===== config.mk =====
export PLATFORM = sky130hd
export DESIGN_NAME = spi_frame_master
export DESIGN_NICKNAME = d
export VERILOG_FILES = /design/src/rtl/spi_frame_master.sv
export SDC_FILE = /design/constraint.sdc
export NUM_CORES = 1
export LEC_CHECK = 0
export ABC_AREA = 0
export BUFFER_PORTS_ARGS = -buffer_cell sky130_fd_sc_hd__clkbuf_2
export CAP_MARGIN = 20
export CORE_MARGIN = 2
export CORE_UTILIZATION = 50
export DETAILED_ROUTE_END_ITERATION = 10
export GPL_ROUTABILITY_DRIVEN = 0
export PLACE_DENSITY = 0.83
export SYNTH_ARGS = -nofsm -noshare
export SYNTH_HDL_FRONTEND = slang
export SYNTH_SLANG_ARGS = --single-unit
export TNS_END_PERCENT = 10

===== constraint.sdc =====
create_clock -name i_CLK -period 1.8 [get_ports i_CLK]
set_input_delay 0.09 -clock i_CLK [delete_from_list [all_inputs] [get_ports i_CLK]]
set_output_delay 0.09 -clock i_CLK [all_outputs]
set_load 0.05 [all_outputs]

===== src/rtl/spi_frame_master.sv =====
// SPI frame master: one BIT_WIDTH-bit word per handshake, SCK idle-high, ENA_n framing the word.
// Define SPI_MASTER_LSB_FIRST_EN to serialise LSB first; the default is MSB first.
module spi_frame_master #(
    parameter int BIT_WIDTH = 32,
    parameter int HALF_DIV  = 4,
    parameter int GAP_CYC   = 8
) (
    input  logic                 i_CLK,
    input  logic                 i_RESET,
    input  logic [BIT_WIDTH-1:0] i_TX_DATA,
    input  logic                 i_TX_VALID,
    output logic                 o_TX_READY,
    output logic                 o_SPI_CLK,
    output logic                 o_SPI_ENA_n,
    output logic                 o_SPI_DATA,
    output logic                 o_SPI_DATA_OE,
    output logic                 o_BUSY,
    output logic                 o_DONE
);

    localparam int MAX_CNT = (HALF_DIV > GAP_CYC) ? HALF_DIV : GAP_CYC;
    localparam int CNT_W   = $clog2(MAX_CNT) + 1;
    localparam int BIT_W   = $clog2(BIT_WIDTH);

    localparam logic [CNT_W-1:0] HALF_LAST = CNT_W'(HALF_DIV - 1);
    localparam logic [CNT_W-1:0] GAP_LAST  = CNT_W'(GAP_CYC - 1);
    localparam logic [BIT_W-1:0] BIT_LAST  = BIT_W'(BIT_WIDTH - 1);

    typedef enum logic [1:0] {IDLE, LOW, HIGH, GAP} state_t;

    state_t               state, state_nxt;
    logic [CNT_W-1:0]     cnt, cnt_nxt;
    logic [BIT_W-1:0]     bit_cnt, bit_cnt_nxt;
    logic [BIT_WIDTH-1:0] shreg, shreg_nxt;
    logic                 sck_nxt, ena_n_nxt, data_nxt, oe_nxt, ready_nxt, busy_nxt, done_nxt;

    // NOTE: state registers use non-blocking assignments so every register updates from pre-edge values.
    always_ff @(posedge i_CLK) begin
        if (i_RESET) begin
            state         <= IDLE;
            cnt           <= '0;
            bit_cnt       <= '0;
            shreg         <= '0;
            o_SPI_CLK     <= 1'b1;
            o_SPI_ENA_n   <= 1'b1;
            o_SPI_DATA    <= 1'b0;
            o_SPI_DATA_OE <= 1'b0;
            o_TX_READY    <= 1'b1;
            o_BUSY        <= 1'b0;
            o_DONE        <= 1'b0;
        end else begin
            state         <= state_nxt;
            cnt           <= cnt_nxt;
            bit_cnt       <= bit_cnt_nxt;
            shreg         <= shreg_nxt;
            o_SPI_CLK     <= sck_nxt;
            o_SPI_ENA_n   <= ena_n_nxt;
            o_SPI_DATA    <= data_nxt;
            o_SPI_DATA_OE <= oe_nxt;
            o_TX_READY    <= ready_nxt;
            o_BUSY        <= busy_nxt;
            o_DONE        <= done_nxt;
        end
    end

    // NOTE: every signal gets a hold-value default first, so no path through this block infers a latch.
    always_comb begin
        state_nxt   = state;
        cnt_nxt     = cnt;
        bit_cnt_nxt = bit_cnt;
        shreg_nxt   = shreg;
        sck_nxt     = o_SPI_CLK;
        ena_n_nxt   = o_SPI_ENA_n;
        data_nxt    = o_SPI_DATA;
        oe_nxt      = o_SPI_DATA_OE;
        ready_nxt   = o_TX_READY;
        busy_nxt    = o_BUSY;
        done_nxt    = 1'b0;

        unique case (state)
            IDLE: begin
                if (i_TX_VALID && o_TX_READY) begin
                    shreg_nxt   = i_TX_DATA;
                    bit_cnt_nxt = BIT_LAST;
                    cnt_nxt     = '0;
                    sck_nxt     = 1'b0;
                    ena_n_nxt   = 1'b0;
                    oe_nxt      = 1'b1;
                    ready_nxt   = 1'b0;
                    busy_nxt    = 1'b1;
`ifdef SPI_MASTER_LSB_FIRST_EN
                    data_nxt    = i_TX_DATA[0];
`else
                    data_nxt    = i_TX_DATA[BIT_WIDTH-1];
`endif
                    state_nxt   = LOW;
                end
            end
            LOW: begin
                if (cnt == HALF_LAST) begin
                    cnt_nxt   = '0;
                    sck_nxt   = 1'b1;
                    state_nxt = HIGH;
                end else begin
                    cnt_nxt = cnt + 1'b1;
                end
            end
            HIGH: begin
                if (cnt != HALF_LAST) begin
                    cnt_nxt = cnt + 1'b1;
                end else if (bit_cnt != '0) begin
                    // Falling SCK edge launches the next bit; the receiver samples on the rise.
                    cnt_nxt     = '0;
                    sck_nxt     = 1'b0;
                    bit_cnt_nxt = bit_cnt - 1'b1;
`ifdef SPI_MASTER_LSB_FIRST_EN
                    shreg_nxt   = shreg >> 1;
                    data_nxt    = shreg[1];
`else
                    shreg_nxt   = shreg << 1;
                    data_nxt    = shreg[BIT_WIDTH-2];
`endif
                    state_nxt   = LOW;
                end else begin
                    cnt_nxt   = '0;
                    ena_n_nxt = 1'b1;
                    oe_nxt    = 1'b0;
                    sck_nxt   = 1'b1;
                    done_nxt  = 1'b1;
                    state_nxt = GAP;
                end
            end
            GAP: begin
                if (cnt == GAP_LAST) begin
                    cnt_nxt   = '0;
                    ready_nxt = 1'b1;
                    busy_nxt  = 1'b0;
                    state_nxt = IDLE;
                end else begin
                    cnt_nxt = cnt + 1'b1;
                end
            end
            default: state_nxt = IDLE;
        endcase
    end

endmodule


==> qor.yml <==
worst-setup-path-type: "reg2reg"
numCtsBuffers: 5
cp-end-kind: "register"
worst_pin_slew_ps: 541
ys.flop_type: "dfxtp_1"
synthArstFlopShare_pct: 0
port_buffers: 41
crit_family: "compound AO/OA/AOI/OAI gates"
final_cell_mix: "dfxtp_1 (42), clkbuf_2 (41), mux2i_1 (31), a211oi_2 (28), nor2_1 (28)"
maxSlewViolCount: 0
drt_iter0_markers: 137
r2r_end: "shreg[26]"
path_max_fanout: 6
ant_nets: 0
syn-num-nets: 288
clk_pin_slew_ps: 90
vias_per_cell: 5.87
hp-class: "in2reg"
grtUsageTotal_pct: 22.6
maxCapViolCount: 0
clk_path_buf_depth: 2
peakVddDrop_v: 0.00118
fillers: 319
syn_to_final_growth_pct: 36.5
min_path_cells: 3
cp-start-kind: "register"
yosys.area_share.adder_pct: 3.60
die_w_um: 73.7
cts-root-buf: "clkbuf_8"
grt_max_degree: 33
core_sq_mm: 0.00469
num_vias: 2153
synthXorXnorAreaFrac_pct: 0
post-dp-hpwl_um: 3520
ys_ff_latch: 49
reg2reg_depth: 8
synth_edf_count: 0
min_from: "i_TX_DATA[0]"
drc_errors: 0
synth_mux_area_share_pct: 12.8
dpl_worst_slack_ps: -88.3
yosysWarningCount: 0
h-tree-depth: 2
finalCriticalPeriod_ps: 1820
finalSetupViolations: 2
period_share_pct: 101
yosys-top-cells-area: "dfxtp_1 (40%), mux2i_1 (13%), a211oi_2 (10%)"
arrival_ps: 2050
numClockSinks: 49
cpPeakStageDelay_ps: 380
slowest_stage: "a221oi_4"
fmax_ghz: 0.548
synthesis.area_sq_mm: 0.00243
synth_area_per_cell_sq_um: 9.89
nets: 354
power.density_mw_per_mm2: 2110
synth-simple-area-share_pct: 13.7
start_util_pct: 51.8
grt_pass1_wl_um: 9540
required_ps: 2030
yosys.area.top_type: "dfxtp_1"
layout-drive-gt1-share_pct: 46.6
final_core_util_pct: 70.7
hold_buffers: 0
status: "finished, violations left"
ys_seq_area_share_pct: 40.3
whs_endpoint: "shreg[0]"
synth_top_area_share_pct: 40.3
insertedDiodeCount: 0
hold_violations: 0
layout_commonest_cell: "dfxtp_1"
die-area_sq_mm: 0.00544
leakagePower_uw: 0.00126
clock_latency_ps: 310
io_pins: 42
skew_ps: 8.78
finalWirelength_um: 6490
chipHeight_um: 73.7
synth-compound-area-share_pct: 24.8
crit_chain: "inv_1 -> ha_2 -> nor3b_4 -> a221oi_4 -> buf_6 -> clkbuf_16 -> nor2_2 -> a211oi_2"
overflow: 0
rows: 25
cts_tree: "done"
antenna_found_initial: 0
grt_setup_unrepaired: "yes"
postSynthCellCount: 246
cp_num_buf_inv: 3
synth_top_family_by_area: "compound AO/OA/AOI/OAI gates"
wire_per_inst_um: 17.7
r2r_setup_slack_ps: -20
yosysUniqueCellTypes: 42
fin_ws_ps: -24.8
failed_checks: "setup timing"
r2r_start: "bit_cnt[1]"
grt_pass1_vias: 2134
maxSlewHeadroom_pct: 63.9
first_pass_iters: 4
tightest hold or removal path, delay by kind of cell:
kind | cells | cell delay, ps
buf+inv | 1 | 80
compound gates | 1 | 50
simple gates | 1 | 40
how the worst max path moves through the flow:
stage,startpoint,endpoint,slack [ps],depth (start not counted)
2_1_floorplan,state[1],bit_cnt[2],7,7
3_3_place_gp,bit_cnt[1],o_SPI_DATA_OE,20,7
3_5_place_dp,state[0],shreg[23],-90,7
4_1_cts,state[0],state[1],-10,7
5_1_grt,bit_cnt[1],shreg[26],-110,8
6_report,bit_cnt[1],shreg[26],-20,8
per-stage QoR:
stage | instances | cell area [sq um] | setup TNS (ps) | hold slack [ps] | power (uW)
2_1_floorplan | 246 | 2460 | 0 | 230 | 4090
3_3_place_gp | 341 | 2780 | 0 | 324 | 4530
3_5_place_dp | 341 | 2780 | -1040 | 329 | 4690
4_1_cts | 355 | 3090 | -28.5 | 12.3 | 6060
5_1_grt | 367 | 3320 | -1240 | 24.3 | 7420
6_report | 367 | 3320 | -28.5 | 1.13 | 7020
cell families after synthesis:
logic type / after synthesis
AO/OA/AOI/OAI: 67
AND/OR/NAND/NOR: 69
flip-flops: 49
adder cells (fa/ha/maj): 7
buffers and inverters: 23
multiplexers: 31
state kept, by name, summed over array words and instances (netlist names), 2 cells and up:
register,flops
bit_cnt,5
cnt,4
shreg,31
state,2
Yosys cell counts (all sizes together) (2+ instances only):
cell type / instances
nand2b: 3
nand3b: 2
ha: 7
nand2: 8
a31oi: 3
a21boi: 2
a21bo: 2
o21ai: 5
a211oi: 34
mux2i: 31
inv: 6
nor3b: 3
buf: 9
clkbuf: 8
dfxtp: 49
a221oi: 4
nor2: 37
nand3: 3
a21oi: 9
nor3: 4
area by class of cell:
class / count / area (sq um) / area share, %
Multi-Input combinational cell: 174 / 1520 / 45.7
Sequential cell: 49 / 992 / 29.9
Timing Repair Buffer: 76 / 601 / 18.1
Clock buffer: 7 / 86.3 / 2.60
Tap cell: 54 / 67.6 / 2.04
Clock inverter: 1 / 30.0 / 0.905
Inverter: 6 / 25.0 / 0.754
metal layers:
layer	global-route usage [%]	vias to the layer above	wire [um]
met4	10.3	0	148
met2	39.3	80	3290
li1	-	1040	-
met1	26.2	1017	2730
met5	0	-	0
met3	5.08	16	321
what timing repair did:
item,4_1_cts,5_1_grt
gates cloned,2,3
gates resized for setup,19,26
buffers inserted,4,9
pin swaps,2,32
setup endpoints to repair,37,37
report_power, final:
| part | internal [uW] | switching, uW |
|---|---|---|
| clock | 453 | 377 |
| combinational | 2080 | 2200 |
| sequential | 1570 | 331 |
Power figures use the tool's default switching activity.
